$ cat src/rtl/sim_run_controller_pkg.sv
// Shared definitions for the simulation run controller: run-state encoding
// and the default bus width / tohost address used by the sim tops.
package sim_run_controller_pkg;

    localparam int          DEFAULT_WIDTH       = 32;
    localparam logic [31:0] DEFAULT_TOHOST_ADDR = 32'h0000_3FFC;

    typedef enum logic [2:0] {
        ST_IDLE  = 3'd0,
        ST_RESET = 3'd1,
        ST_RUN   = 3'd2,
        ST_DRAIN = 3'd3,
        ST_DONE  = 3'd4
    } run_state_t;

endpackage

$ cat src/rtl/sim_run_controller_if.sv
// Per-hart data-memory bus as seen by the run controller. The CPUs (or a
// testbench) drive it through the master modport; the controller only snoops.
interface sim_run_controller_if
    import sim_run_controller_pkg::*;
#(
    parameter int WIDTH     = DEFAULT_WIDTH,
    parameter int NUM_HARTS = 1
) ();

    logic [NUM_HARTS-1:0]       mem_write_en;
    logic [NUM_HARTS*WIDTH-1:0] addr_bus;
    logic [NUM_HARTS*WIDTH-1:0] data_bus_out;

    modport master (
        output mem_write_en,
        output addr_bus,
        output data_bus_out
    );

    modport slave (
        input mem_write_en,
        input addr_bus,
        input data_bus_out
    );

endinterface

$ cat src/rtl/sim_run_controller_hart_halt_tracker.sv
// One hart's halt tracker: spots a store to the tohost address while the run
// is active, keeps a sticky halt flag and a saturating count of the cycles
// the hart ran before that store.
module sim_run_controller_hart_halt_tracker
    import sim_run_controller_pkg::*;
#(
    parameter int               WIDTH       = DEFAULT_WIDTH,
    parameter logic [WIDTH-1:0] TOHOST_ADDR = WIDTH'(DEFAULT_TOHOST_ADDR)
) (
    input  logic             clk,
    input  logic             rst,
    input  logic             i_clear,
    input  logic             i_run,
    input  logic             i_mem_write_en,
    input  logic [WIDTH-1:0] i_addr,
    output logic             o_hit,
    output logic             o_halted,
    output logic [WIDTH-1:0] o_cycles
);

    logic             r_halted;
    logic [WIDTH-1:0] r_cycles;
    logic             w_hit;

    // A halt event is the first tohost store seen during RUN; later ones are ignored.
    assign w_hit = i_run && i_mem_write_en && (i_addr == TOHOST_ADDR) && !r_halted;

    // Sticky halt flag and cycle counter; the halting cycle itself is not counted.
    always_ff @(posedge clk) begin
        // NOTE: state updates use non-blocking assignments so every register
        // samples the pre-edge values, independent of statement order.
        if (!rst || i_clear) begin
            r_halted <= 1'b0;
            r_cycles <= '0;
        end else if (w_hit) begin
            r_halted <= 1'b1;
        end else if (i_run && !r_halted && (r_cycles != '1)) begin
            r_cycles <= r_cycles + WIDTH'(1);
        end
    end

    assign o_hit    = w_hit;
    assign o_halted = r_halted;
    assign o_cycles = r_cycles;

endmodule

$ cat src/rtl/sim_run_controller.sv
// Run controller for CPU simulation tops: sequences the core reset pulse,
// runs until every hart has stored to tohost (then drains) or the cycle limit
// expires, and holds exit code, per-hart and total cycle counts in DONE.
module sim_run_controller
    import sim_run_controller_pkg::*;
#(
    parameter int               WIDTH        = DEFAULT_WIDTH,
    parameter int               NUM_HARTS    = 1,
    parameter int               RESET_CYCLES = 2,
    parameter int               MAX_CYCLES   = 1000,
    parameter int               DRAIN_CYCLES = 4,
    parameter logic [WIDTH-1:0] TOHOST_ADDR  = WIDTH'(DEFAULT_TOHOST_ADDR)
) (
    input  logic                       InputClk,
    input  logic                       rst,
    input  logic                       start,
    sim_run_controller_if.slave        bus,
    output logic                       core_rst,
    output logic                       running,
    output logic                       done,
    output logic                       timeout,
    output logic [NUM_HARTS-1:0]       halted,
    output logic [WIDTH-1:0]           exit_code,
    output logic [NUM_HARTS*WIDTH-1:0] hart_cycles,
    output logic [WIDTH-1:0]           total_cycles
);

    // Down-counter reload values and the last RUN cycle before timeout.
    // RESET_CYCLES and DRAIN_CYCLES are expected to be at least 1.
    localparam logic [WIDTH-1:0] RESET_LOAD = WIDTH'(RESET_CYCLES - 1);
    localparam logic [WIDTH-1:0] DRAIN_LOAD = WIDTH'(DRAIN_CYCLES - 1);
    localparam logic [WIDTH-1:0] MAX_LAST   = WIDTH'(MAX_CYCLES - 1);

    run_state_t       r_state;
    logic [WIDTH-1:0] r_cnt;
    logic [WIDTH-1:0] r_total;
    logic [WIDTH-1:0] r_exit_code;
    logic             r_core_rst;
    logic             r_running;
    logic             r_done;
    logic             r_timeout;

    logic [NUM_HARTS-1:0] w_hit;
    logic [NUM_HARTS-1:0] w_halted;
    logic                 w_start_run;
    logic                 w_in_run;
    logic                 w_all_halted_next;
    logic                 w_first_halt;
    logic [WIDTH-1:0]     w_first_data;

    assign w_start_run       = start && ((r_state == ST_IDLE) || (r_state == ST_DONE));
    assign w_in_run          = (r_state == ST_RUN);
    assign w_all_halted_next = &(w_halted | w_hit);

    for (genvar g = 0; g < NUM_HARTS; g++) begin : g_hart
        sim_run_controller_hart_halt_tracker #(
            .WIDTH       (WIDTH),
            .TOHOST_ADDR (TOHOST_ADDR)
        ) u_tracker (
            .clk            (InputClk),
            .rst            (rst),
            .i_clear        (w_start_run),
            .i_run          (w_in_run),
            .i_mem_write_en (bus.mem_write_en[g]),
            .i_addr         (bus.addr_bus[g*WIDTH +: WIDTH]),
            .o_hit          (w_hit[g]),
            .o_halted       (w_halted[g]),
            .o_cycles       (hart_cycles[g*WIDTH +: WIDTH])
        );
    end

    // Pick the exit code of the first halt; scanning downwards lets the lowest hart win a tie.
    always_comb begin
        // NOTE: every combinational output gets a default first, so no path
        // leaves it unassigned and no latch is inferred.
        w_first_halt = 1'b0;
        w_first_data = '0;
        for (int i = NUM_HARTS - 1; i >= 0; i--) begin
            if (w_hit[i]) begin
                w_first_halt = 1'b1;
                w_first_data = bus.data_bus_out[i*WIDTH +: WIDTH];
            end
        end
        w_first_halt = w_first_halt && !(|w_halted);
    end

    // Run FSM with registered status outputs, shared reset/drain down-counter and total counter.
    always_ff @(posedge InputClk) begin
        if (!rst) begin
            r_state     <= ST_IDLE;
            r_cnt       <= '0;
            r_total     <= '0;
            r_exit_code <= '0;
            r_core_rst  <= 1'b1;
            r_running   <= 1'b0;
            r_done      <= 1'b0;
            r_timeout   <= 1'b0;
        end else begin
            case (r_state)
                ST_IDLE, ST_DONE: begin
                    if (start) begin
                        r_state     <= ST_RESET;
                        r_cnt       <= RESET_LOAD;
                        r_total     <= '0;
                        r_exit_code <= '0;
                        r_core_rst  <= 1'b1;
                        r_running   <= 1'b0;
                        r_done      <= 1'b0;
                        r_timeout   <= 1'b0;
                    end
                end
                ST_RESET: begin
                    if (r_cnt == '0) begin
                        r_state    <= ST_RUN;
                        r_core_rst <= 1'b0;
                        r_running  <= 1'b1;
                    end else begin
                        r_cnt <= r_cnt - WIDTH'(1);
                    end
                end
                ST_RUN: begin
                    if (r_total != '1) begin
                        r_total <= r_total + WIDTH'(1);
                    end
                    if (w_first_halt) begin
                        r_exit_code <= w_first_data;
                    end
                    // A final halt on the limit edge takes priority over the timeout.
                    if (w_all_halted_next) begin
                        r_state <= ST_DRAIN;
                        r_cnt   <= DRAIN_LOAD;
                    end else if (r_total == MAX_LAST) begin
                        r_state    <= ST_DONE;
                        r_timeout  <= 1'b1;
                        r_core_rst <= 1'b1;
                        r_running  <= 1'b0;
                        r_done     <= 1'b1;
                    end
                end
                ST_DRAIN: begin
                    if (r_cnt == '0) begin
                        r_state    <= ST_DONE;
                        r_core_rst <= 1'b1;
                        r_running  <= 1'b0;
                        r_done     <= 1'b1;
                    end else begin
                        r_cnt <= r_cnt - WIDTH'(1);
                    end
                end
                default: begin
                    r_state <= ST_IDLE;
                end
            endcase
        end
    end

    assign core_rst     = r_core_rst;
    assign running      = r_running;
    assign done         = r_done;
    assign timeout      = r_timeout;
    assign halted       = w_halted;
    assign exit_code    = r_exit_code;
    assign total_cycles = r_total;

endmodule

$ cat src/flat_wrapper.sv
// flat-port wrapper written by rule: the top's interface ports become plain ports
module sim_run_controller_flat import sim_run_controller_pkg::*;
#(
    parameter int               WIDTH        = DEFAULT_WIDTH,
    parameter int               NUM_HARTS    = 1,
    parameter int               RESET_CYCLES = 2,
    parameter int               MAX_CYCLES   = 1000,
    parameter int               DRAIN_CYCLES = 4,
    parameter logic [WIDTH-1:0] TOHOST_ADDR  = WIDTH'(DEFAULT_TOHOST_ADDR)
)
  (InputClk, rst, start, core_rst, running, done, timeout, halted, exit_code, hart_cycles, total_cycles, bus_mem_write_en, bus_addr_bus, bus_data_bus_out);
  sim_run_controller_if #(.WIDTH(WIDTH), .NUM_HARTS(NUM_HARTS)) bus_i ();
  input  logic InputClk;
  input  logic rst;
  input  logic start;
  output logic core_rst;
  output logic running;
  output logic done;
  output logic timeout;
  output logic [NUM_HARTS-1:0] halted;
  output logic [WIDTH-1:0] exit_code;
  output logic [NUM_HARTS*WIDTH-1:0] hart_cycles;
  output logic [WIDTH-1:0] total_cycles;
  input wire logic [$bits(bus_i.mem_write_en)-1:0] bus_mem_write_en;
  input wire logic [$bits(bus_i.addr_bus)-1:0] bus_addr_bus;
  input wire logic [$bits(bus_i.data_bus_out)-1:0] bus_data_bus_out;
  assign bus_i.mem_write_en = bus_mem_write_en;
  assign bus_i.addr_bus = bus_addr_bus;
  assign bus_i.data_bus_out = bus_data_bus_out;
  sim_run_controller #(.WIDTH(WIDTH), .NUM_HARTS(NUM_HARTS), .RESET_CYCLES(RESET_CYCLES), .MAX_CYCLES(MAX_CYCLES), .DRAIN_CYCLES(DRAIN_CYCLES), .TOHOST_ADDR(TOHOST_ADDR)) u_core (.InputClk(InputClk), .rst(rst), .start(start), .bus(bus_i), .core_rst(core_rst), .running(running), .done(done), .timeout(timeout), .halted(halted), .exit_code(exit_code), .hart_cycles(hart_cycles), .total_cycles(total_cycles));
endmodule
$ cat config.mk
export PLATFORM = sky130hd
export DESIGN_NAME = sim_run_controller_flat
export DESIGN_NICKNAME = d
export VERILOG_FILES = /design/src/rtl/sim_run_controller_pkg.sv /design/src/rtl/sim_run_controller_if.sv /design/src/rtl/sim_run_controller_hart_halt_tracker.sv /design/src/rtl/sim_run_controller.sv /design/src/flat_wrapper.sv
export SDC_FILE = /design/constraint.sdc
export NUM_CORES = 1
export LEC_CHECK = 0
export BUFFER_PORTS_ARGS = -buffer_cell sky130_fd_sc_hd__buf_4
export CAP_MARGIN = 20
export CORE_UTILIZATION = 50
export DETAILED_ROUTE_END_ITERATION = 8
export PLACE_DENSITY = 0.75
export RECOVER_POWER = 100
export SETUP_SLACK_MARGIN = 0.1
export SLEW_MARGIN = 10
export SYNTH_ARGS = -nofsm -noshare
export SYNTH_HDL_FRONTEND = slang
export SYNTH_SLANG_ARGS = --single-unit
$ cat constraint.sdc
create_clock -name InputClk -period 2.95 [get_ports InputClk]
set_input_delay 0.4425 -clock InputClk [delete_from_list [all_inputs] [get_ports InputClk]]
set_output_delay 0.4425 -clock InputClk [all_outputs]
set_load 0.01 [all_outputs]
==> reports/qor.yml, run 1 <==
grt_pass1_vias: 5576
grt_pass1_wl_um: 26900
antenna_found_initial: 0
crit_fanout: 8
clk_latency_ns: 0.42
wl_per_cell_um: 15.3
drive_gt1_share_pct: 13.3
synth_ff_type: "dfxtp_1"
synth_xor_area_share_pct: 10.3
synth_compound_area_share_pct: 12.2
arrival_ns: 2.90
yosysUniqueCellTypes: 54
die_y_um: 114
fmax_mhz: 377
cts.repair.resized: 0
gp_congestion: 0.851
core-area_mm2: 0.0121
power.leakage_uw: 0.00276
required_ns: 3.21
skew_ns: 0.00708
slew_headroom_pct: 15.4
vias_per_cell: 5.49
synth_edf_count: 0
power.density_mw_per_mm2: 855
ys_seq_elements: 136
grt.total_usage_pct: 25.9
drtPass1Iterations: 8
dieArea_mm2: 0.0130
maxSlewViolCount: 0
htree_levels: 4
tightest_slew_ns: 1.27
finalNonFillerCells: 1084
ant_nets: 0
syn-instance-count: 746
hold_class: "input port to flop"
hold_viol: 0
nNetsFinal: 974
initial_core_util_pct: 51.7
setup_viol: 0
diodes: 0
synth_top_family_by_area: "simple AND/OR/NAND/NOR gates"
rows: 40
endpoint_kind: "flop"
drt_wl_total_um: 16600
vias: 5946
cts_root_buffer: "clkbuf_16"
top_usage_layer: "met2"
avgSynthCellArea_um2: 8.40
yosys_warnings: 0
drt_iter0_drc: 384
io_pins: 169
max-cap-violations: 0
post-place-cells: 1052
use_met2_pct: 43.0
synthAdderAreaFrac_pct: 0.599
grtUsageMet1_pct: 31.7
rsz0062_at_grt: "no"
worstSetupPathType: "flop to flop"
ir_drop_mv: 0.532
clk_path_buf_depth: 2
syn-num-nets: 817
fin_setup_tns_ns: 0
grt_util_met3_pct: 6.32
yosys.area_share.simple_pct: 30.1
syn_to_final_growth_pct: 25.1
route.detailed.drc: 0
synthMuxAreaShare_pct: 0
fillers: 1129
die_w_um: 114
status: "completed"
cts_tree: "yes"
syn-cell-area_mm2: 0.00626
clk_pin_slew_ns: 0.06
dpl.hpwl_um: 11700
hold_buffers: 0
timing.final.crit_share_pct: 89.8
grt_start_max_net_pins: 64
io_buffers: 168
clock-sinks: 136
async_reset_ff_share_pct: 0
grt.overflow.total: 0
yosysSeqAreaShare_pct: 43.5
post_cts_buffers: 0
start_kind: "flop"
fin_crit_ns: 2.65
cts_buffers: 17
==> through the flow <==
| step | util [%] | cell area (µm²) | power, µW | hold slack [ns] | worst slack, ns |
|---|---|---|---|---|---|
| final | 64.7 | 7840 | 6700 | 0.278 | 0.301 |
| after global routing | 64.7 | 7840 | 7160 | 0.263 | 0.116 |
| after CTS | 68.0 | 8230 | 6710 | 0.261 | 0.270 |
| after detailed placement | 63.3 | 7670 | 4710 | 0.462 | 0.139 |
| after global placement | 63.3 | 7670 | 4640 | 0.454 | 0.170 |
| after floorplan | - | 6260 | 4180 | 0.448 | 0.541 |
==> cell families after synthesis <==
kind of cell    count (synthesis)
buf+inv                        50
fa+ha+maj                       3
simple gates                  371
xor+xnor                       74
flops                         136
compound gates                112
==> where the power goes <==
group	internal (µW)	switching, µW	total (µW)
Combinational	947	1450	2400
Sequential	2080	244	2320
Clock	1180	792	1970
Total	4210	2490	6700
==> worst max-delay path: stages (launching register included) <==
cell,delay [ns]
dfxtp_1,0.44
nand4_1,0.23
nor4_2,0.52
nand4_2,0.28
o2111ai_1,0.64
nor3_1,0.14
xnor2_1,0.18
nor2_1,0.05
==> sequential cells by signal, indices dropped and copies added (netlist names) <==
name and cells:
u_core.done 1, u_core.timeout 1, u_core.g_hart.u_tracker.o_cycles 32, u_core.g_hart.u_tracker.o_halted 1, u_core.running 1, u_core.r_cnt 32
u_core.total_cycles 32, u_core.exit_code 32, u_core.r_state 3, u_core.core_rst 1
==> per-layer routing <==
| metal | share of wire [%] | up-vias |
|---|---|---|
| li1 | - | 2933 |
| met3 | 4.9 | 28 |
| met2 | 49 | 170 |
| met4 | 2.1 | 0 |
| met1 | 44 | 2815 |
| met5 | 0 | - |
==> layout by cell type, fill, tap and decap left out, types with 23 or more instances in the layout <==
cell type / instances
a21boi_0: 33
buf_4: 74
clkbuf_1: 102
dfxtp_1: 136
nand2_1: 65
nand3_1: 61
nand4_1: 29
nor2_1: 102
nor3_1: 27
o21ai_0: 24
xnor2_1: 23
xor2_1: 51
==> path summary, 6_finish.rpt <==
| path | start | to | slack [ns] | cells after the start |
|---|---|---|---|---|
| max | u_core.g_hart[0].u_tracker.o_cycles[2] | u_core.g_hart[0].u_tracker.o_cycles[10] | 0.30 | 7 |
| min | bus_data_bus_out[19] | u_core.exit_code[19] | 0.28 | 3 |
| max reg2reg | u_core.g_hart[0].u_tracker.o_cycles[2] | u_core.g_hart[0].u_tracker.o_cycles[10] | 0.30 | 7 |
| min reg2reg | u_core.exit_code[19] | u_core.exit_code[19] | 0.47 | 2 |
==> cell type report <==
type                            instances  area [µm²]  share of cell area, %
Clock inverter                         10        68.8                  0.878
Sequential cell                       136        2720                   34.7
Multi-Input combinational cell        560        3350                   42.8
Tap cell                              168         210                   2.68
Clock buffer                           22         494                   6.31
Inverter                                9        33.8                  0.431
Timing Repair Buffer                  179         953                   12.2
==> cells in the mapped netlist (2+ instances only) <==
cell | number | share of area (%)
buf_2 | 14 | 1.1
nand3_1 | 61 | 4.9
inv_1 | 9 | 0.54
nor4_2 | 2 | 0.40
nor2b_1 | 4 | 0.40
nand4_1 | 29 | 2.9
a32oi_1 | 2 | 0.28
nor2_1 | 102 | 6.1
o211a_1 | 3 | 0.48
o2111ai_1 | 4 | 0.56
nand2b_1 | 3 | 0.30
or3_1 | 14 | 1.4
nor4_1 | 17 | 1.7
buf_1 | 3 | 0.18
o21ai_1 | 9 | 0.72
nor3b_1 | 4 | 0.48
a21boi_0 | 32 | 3.8
xnor2_1 | 23 | 3.2
clkbuf_1 | 24 | 1.4
or2_2 | 2 | 0.20
or4_1 | 4 | 0.48
ha_1 | 3 | 0.60
and3_1 | 12 | 1.2
nand3b_1 | 2 | 0.24
o21ai_0 | 17 | 1.4
a21boi_1 | 3 | 0.36
o21a_1 | 2 | 0.24
nor3_1 | 26 | 2.1
nand2_1 | 65 | 3.9
a21oi_1 | 17 | 1.4
and2_1 | 7 | 0.70
xor2_1 | 51 | 7.1
o31ai_1 | 2 | 0.24
dfxtp_1 | 136 | 43
o211ai_1 | 13 | 1.6
and4_1 | 6 | 0.84
nor3_2 | 2 | 0.32
Note: power is estimated with default switching activity, not from simulation.
==> run 2, diff against run 1 <==
--- a/config.mk
+++ b/config.mk
@@ -5,14 +5,16 @@
 export SDC_FILE = /design/constraint.sdc
 export NUM_CORES = 1
 export LEC_CHECK = 0
-export BUFFER_PORTS_ARGS = -buffer_cell sky130_fd_sc_hd__buf_4
 export CAP_MARGIN = 20
 export CORE_UTILIZATION = 50
 export DETAILED_ROUTE_END_ITERATION = 8
-export PLACE_DENSITY = 0.75
+export DONT_BUFFER_PORTS = 1
+export MAX_ROUTING_LAYER = met4
+export PLACE_DENSITY = 0.63
 export RECOVER_POWER = 100
 export SETUP_SLACK_MARGIN = 0.1
 export SLEW_MARGIN = 10
 export SYNTH_ARGS = -nofsm -noshare
 export SYNTH_HDL_FRONTEND = slang
+export SYNTH_HIERARCHICAL = 1
 export SYNTH_SLANG_ARGS = --single-unit
==> run 2 against run 1 <==
Net effect: register-to-register slack worse by 0.18 ns; critical path depth is 7 higher; wire length is 10% higher; utilization is 5.1 points lower; non-clock buffer count is 136 lower; combinational power is 54% higher; clock skew hardly changed; synthesized cell count is 12% higher; count of clock-buffer cells in the layout is 4 lower; fmax is 6.4% lower; sequential power hardly changed; critical path type unchanged; area after synthesis is 12% higher.
==> reports/qor.yml, run 2 <==
clk_pin_slew_ns: 0.06  # about the same
regArea_mm2: 0.00272  # about the same
multi_input_area_mm2: 0.00407  # +21%
io_buffers: 0  # -100%
ant_nets: 0  # unchanged
design_area_mm2: 0.00801  # +2.3%
synth_ff_type: "dfxtp_1"
clk_path_buf_depth: 2  # unchanged
nNetsFinal: 921  # -5.4%
required_ns: 3.30  # +0.09 ns
holdWs_ns: 0.169  # -0.109 ns
clock-sinks: 136  # unchanged
drt_iter0_drc: 458  # +19%
yosys_warnings: 6  # +6
layout_common_cells: "dfxtp_1, nand2_1, nand3_1"
synth_top_area_share_pct: 38.9  # -4.5 points
dpl.hpwl_um: 12600  # +7.8%
syn_to_final_growth_pct: 14.6
vias_per_cell: 6.30  # +15%
fin_setup_tns_ns: 0  # unchanged
die_y_um: 120  # +5.6%
antenna_found_initial: 0  # unchanged
ys_seq_elements: 136  # unchanged
drive_gt1_share_pct: 14.3  # +0.93 points
die_w_um: 120  # +5.6%
power.internal_uw: 4930  # +17%
clk_latency_ns: 0.42  # about the same
arrival_ns: 3.18  # +0.28 ns
hold_viol: 0  # unchanged
worstSetupPathType: "flop to flop"
synthMuxAreaShare_pct: 1.16  # +1.2 points
grt_pass1_wl_um: 29600  # +10%
p_seq_share_pct: 28.5  # -6.2 points
placed_area_mm2: 0.00727  # -5.2%
synth_xor_area_share_pct: 3.38  # -7.0 points
rsz0062_at_grt: "yes"
synth_edf_count: 0  # unchanged
drtPass1Iterations: 5  # -3
fmax_mhz: 353  # -6.4%
power_frac_clock_pct: 26.4  # -3.1 points
gp_congestion: 0.833  # -2.1%
syn-instance-count: 838  # +12%
p_switching_uw: 3290  # +32%
slew_headroom_pct: 49.1  # +34 points
power_frac_comb_pct: 45.1  # +9.3 points
synthAdderAreaFrac_pct: 0.537  # -0.062 points
ir_drop_mv: 0.596  # +12%
crit_fanout: 11  # +3
grt.overflow.total: 0  # unchanged
fin_crit_ns: 2.83  # +0.181 ns
cts_buffers: 17  # unchanged
skew_ns: 0.00738  # +0.000308 ns
power_switching_share_pct: 40.0  # +2.9 points
vias: 6548  # +10%
synth_most_common_cell: "dfxtp_1"
worst_slack_ns: 0.120  # -0.181 ns
wl_per_cell_um: 17.7  # +15%
synthTopCellsByCount: "dfxtp_1, nand2_1, nand3_1, a21oi_1, nor2_1"
cts_root_buffer: "clkbuf_16"
grt_start_max_net_pins: 60  # -6.3%
yosys.area.top_type: "dfxtp_1"
route.detailed.drc: 0  # unchanged
place_ws_ns: 0.0218  # -0.118 ns
cts_tree: "yes"
io_pins: 169  # unchanged
synth_compound_area_share_pct: 16.5  # +4.3 points
fin_util_pct: 59.6  # -5.1 points
power.density_mw_per_mm2: 1020  # +20%
start_kind: "flop"
fillers: 1208  # +7.0%
setup_viol: 0  # unchanged
power.leakage_uw: 0.00267  # -3.2%
avgSynthCellArea_um2: 8.34  # -0.63%
rows: 42  # +5.0%
yosysUniqueCellTypes: 67  # +24%
max-cap-violations: 0  # unchanged
grt_pass1_vias: 6186  # +11%
htree_levels: 4  # unchanged
syn-num-nets: 909  # +11%
async_reset_ff_share_pct: 0  # unchanged
timing.final.crit_share_pct: 95.9  # +6.1 points
syn-cell-area_mm2: 0.00699  # +12%
core-area_mm2: 0.0135  # +11%
dieArea_mm2: 0.0145  # +11%
tightest_slew_ns: 0.764  # -0.506 ns
yosys.area_share.simple_pct: 34.9  # +4.9 points
initial_core_util_pct: 52.0  # +0.26 points
status: "completed"
synthTopCellsByArea: "dfxtp_1, nand3_1, or4_1"
hold_class: "input port to flop"
yosysSeqAreaShare_pct: 38.9  # -4.5 points
drt_wl_total_um: 18400  # +10%
diodes: 0  # unchanged
final_common_cell: "dfxtp_1"
maxSlewViolCount: 0  # unchanged
synth_top_family_by_area: "simple AND/OR/NAND/NOR gates"
endpoint_kind: "flop"
grt.total_usage_pct: 26.1  # +0.16 points
-- run 2: cell types whose count changed after synthesis, sizes merged, moves of 16 or more --
cell / delta
xnor2: -19
a21oi: +40
nor2: -53
or4: +37
nand2: +16
o31ai: +29
xor2: -28
or3: +16
-- run 2: cells by family after synthesis --
group | after synthesis
fa+ha+maj | 3
buf+inv | 65
flops | 136
xor+xnor | 27
mux | 8
compound gates | 175
simple gates | 424
-- run 2: worst paths after layout --
path | slack (ns) | cells after the start | start | endpoint
worst min-delay path | 0.17 | 1 | rst | u_core/r_state[0]
worst max-delay path | 0.12 | 14 | u_core/r_state[2] | u_core/r_cnt[15]
worst max register to register | 0.12 | 14 | u_core/r_state[2] | u_core/r_cnt[15]
worst min register to register | 0.48 | 2 | u_core/r_cnt[27] | u_core/r_cnt[27]
-- run 2: repair_timing --
action,4_1_cts,5_1_grt
pin swaps,0,9
resized for setup,3,21
hold buffers,0,0
setup buffers,0,9
cloned,0,2
endpoints found under the setup margin,11,17
-- run 2: power groups by stage --
stage                     logic (µW)  registers (µW)  clock network (µW)
after floorplan                 2560            2320                   0
after global placement          3130            2360                   0
after detailed placement        3260            2370                   0
after CTS                       3340            2340                2210
after global routing            4040            2390                2290
final                           3700            2340                2170
-- run 2: cell type report --
| class | instances | area share, % |
|---|---|---|
| multi-input cells | 638 | 50.8 |
| clock buffers | 18 | 5.36 |
| repair buffers | 43 | 4.18 |
| inverters | 14 | 0.750 |
| flip-flops and latches | 136 | 34.0 |
| well taps | 176 | 2.75 |
| clock inverters | 14 | 2.15 |
-- run 2: per-layer routing --
layer	track usage, %	vias to the layer above	share of wire [%]
li1	-	3168	-
met1	30.8	3087	42
met2	42.6	266	48
met3	6.65	27	7.5
met4	10.2	0	1.9
met5	-	-	0
-- run 2: worst max-delay path: stages, from the launching register on --
cell and delay, ns:
dfxtp_2 0.32, nand2b_4 0.13, nand2b_4 0.14, inv_4 0.05
nor2b_4 0.17, nand3b_1 0.09, or4_4 0.51, clkinv_4 0.08
o21ai_2 0.05, a21oi_2 0.18, buf_4 0.15, nor2_4 0.07
buf_12 0.17, or4_4 0.51, a21oi_2 0.14
-- run 2: stage by stage --
step,power [µW],cells
finish,8210,1039
detailed placement,5640,996
CTS,7890,1028
global route,8730,1039
floorplan,4880,838
global placement,5490,996
==> run 3, diff against run 2 <==
--- a/config.mk
+++ b/config.mk
@@ -6,11 +6,12 @@
 export NUM_CORES = 1
 export LEC_CHECK = 0
 export CAP_MARGIN = 20
-export CORE_UTILIZATION = 50
+export CORE_ASPECT_RATIO = 0.5
+export CORE_UTILIZATION = 55
 export DETAILED_ROUTE_END_ITERATION = 8
 export DONT_BUFFER_PORTS = 1
 export MAX_ROUTING_LAYER = met4
-export PLACE_DENSITY = 0.63
+export PLACE_DENSITY = 0.68
 export RECOVER_POWER = 100
 export SETUP_SLACK_MARGIN = 0.1
 export SLEW_MARGIN = 10
==> run 3 against run 2 <==
Net effect: global-route usage up 3.2 points; power about the same; sequential power about the same; largest cell class unchanged.
==> reports/qor.yml, run 3 (synthesized netlist as in run 2, its figures left out) <==
status: "completed"
maxSlewViolCount: 0  # unchanged
cts_buffers: 17  # unchanged
ant_nets: 0  # unchanged
vias: 6566  # +0.27%
ir_drop_mv: 0.596  # -0.11%
nNetsFinal: 924  # +0.33%
worstSetupPathType: "flop to flop"
slew_headroom_pct: 50.8  # +1.7 points
reg2reg_to: "u_core/r_cnt[9]"
cts_root_buffer: "clkbuf_16"
grt_start_max_net_pins: 60  # unchanged
timing.final.crit_share_pct: 98.0  # +2.1 points
multi_input_area_mm2: 0.00406  # -0.34%
htree_levels: 4  # unchanged
power.density_mw_per_mm2: 1030  # +0.35%
syn_to_final_growth_pct: 14.1
setup_viol: 0  # unchanged
clk_latency_ns: 0.42  # about the same
rsz0062_at_grt: "yes"
drtPass1Iterations: 5  # unchanged
worst_slack_ns: 0.0580  # -0.0621 ns
endpoint: "u_core/r_cnt[9]"
fillers: 1026  # -15%
fin_util_pct: 66.0  # +6.5 points
antenna_found_initial: 1  # +1
clock-sinks: 136  # unchanged
vias_per_cell: 6.36  # +0.96%
fin_setup_tns_ns: 0  # unchanged
fin_total_pwr_uw: 8210  # about the same
grt.total_usage_pct: 29.2  # +3.2 points
rows: 28  # -33%
dieArea_mm2: 0.0132  # -8.8%
clk_pin_slew_ns: 0.06  # about the same
hold_buffers: 0  # unchanged
initial_core_util_pct: 57.8  # +5.9 points
grt_pass1_vias: 5831  # -5.7%
gp_congestion: 0.845  # +1.4%
max-cap-violations: 0  # unchanged
crit_start: "u_core/r_state[2]"
hold_class: "input port to flop"
clk_path_buf_depth: 2  # unchanged
tightest_slew_ns: 0.739  # -0.0253 ns
core-area_mm2: 0.0121  # -10%
die_w_um: 161  # +34%
drt_iter0_drc: 510  # +11%
die_y_um: 81.7  # -32%
drive_gt1_share_pct: 14.7  # +0.41 points
crit_fanout: 6  # -5
r2r_cells: 12  # -2
io_buffers: 0  # unchanged
io_pins: 169  # unchanged
route.detailed.drc: 0  # unchanged
place_ws_ns: -0.0783  # -0.100 ns
layout_common_cells: "dfxtp_1, nand2_1, nand3_1"
grt_pass1_wl_um: 29500  # -0.12%
required_ns: 3.30  # about the same
drt_wl_total_um: 19200  # +4.7%
skew_ns: 0.0133  # +0.00596 ns
fmax_mhz: 346  # -2.1%
r2r-start: "u_core/r_state[2]"
hold_viol: 0  # unchanged
start_kind: "flop"
final_common_cell: "dfxtp_1"
dpl.hpwl_um: 12800  # +1.6%
ff2ff_setup_slack_ns: 0.06  # -0.06 ns
endpoint_kind: "flop"
grt.overflow.total: 0  # unchanged
wl_per_cell_um: 18.6  # +5.4%
fin_crit_ns: 2.89  # +0.0621 ns
regArea_mm2: 0.00273  # about the same
arrival_ns: 3.24  # +0.06 ns
min_path_cells: 1  # unchanged
power.leakage_uw: 0.00264  # -1.2%
cts_tree: "yes"
==> run 3: how the worst min path moves through the flow <==
stage | from | end | slack, ns
floorplan | u_core/r_cnt[8] | u_core/r_cnt[8] | 0.45
global placement | u_core/r_cnt[31] | u_core/r_cnt[31] | 0.47
detailed placement | u_core/r_cnt[31] | u_core/r_cnt[31] | 0.47
CTS | rst | u_core/r_state[0] | 0.15
global route | rst | u_core/r_cnt[1] | 0.15
finish | rst | u_core/r_cnt[1] | 0.17
==> run 3: report_power, final <==
| part | internal [µW] | switching, µW |
|---|---|---|
| clock | 1120 | 882 |
| combinational | 1570 | 2280 |
| sequential | 2080 | 273 |
==> run 3: worst max-delay path: stages, from the launching register on <==
cell	delay (ns)
dfxtp_2	0.32
nand2b_4	0.13
nand2b_4	0.15
inv_4	0.07
nor2b_4	0.15
nand3b_1	0.08
or4_4	0.53
clkinv_4	0.08
o21ai_4	0.05
a21oi_4	0.30
nor2_4	0.12
or4b_2	0.69
a21oi_2	0.15
==> run 3: routing by layer <==
metal / track usage (%) / wire (µm) / vias up
li1: - / - / 3174
met1: 34.9 / 8420 / 3112
met2: 47.2 / 8750 / 253
met3: 9.34 / 1620 / 27
met4: 9.91 / 412 / 0
met5: - / 0 / -
==> run 3: metrics by stage <==
stage | instances | cell area (µm²) | hold slack (ns)
after floorplan | 838 | 7050 | 0.446
after global placement | 985 | 7270 | 0.467
after detailed placement | 985 | 7270 | 0.469
after CTS | 1017 | 7840 | 0.153
after global routing | 1032 | 7980 | 0.150
final | 1032 | 7980 | 0.166
==> run 3: final cells by class <==
| cell class | instances | area share (%) |
|---|---|---|
| antenna | 1 | 0.0314 |
| clock buffer | 18 | 5.50 |
| clock inverter | 14 | 1.44 |
| inverter | 14 | 0.753 |
| multi-input combinational | 639 | 50.8 |
| sequential | 136 | 34.1 |
| tap | 165 | 2.59 |
| timing repair buffer | 45 | 4.69 |
==> run 3: what timing repair did <==
item / in CTS / in global routing
pin swaps: 0 / 23
endpoints found under the hold margin: 0 / 0
gates cloned: 0 / 4
buffers inserted: 0 / 10
setup endpoints to repair: 10 / 28
gates resized for setup: 3 / 29
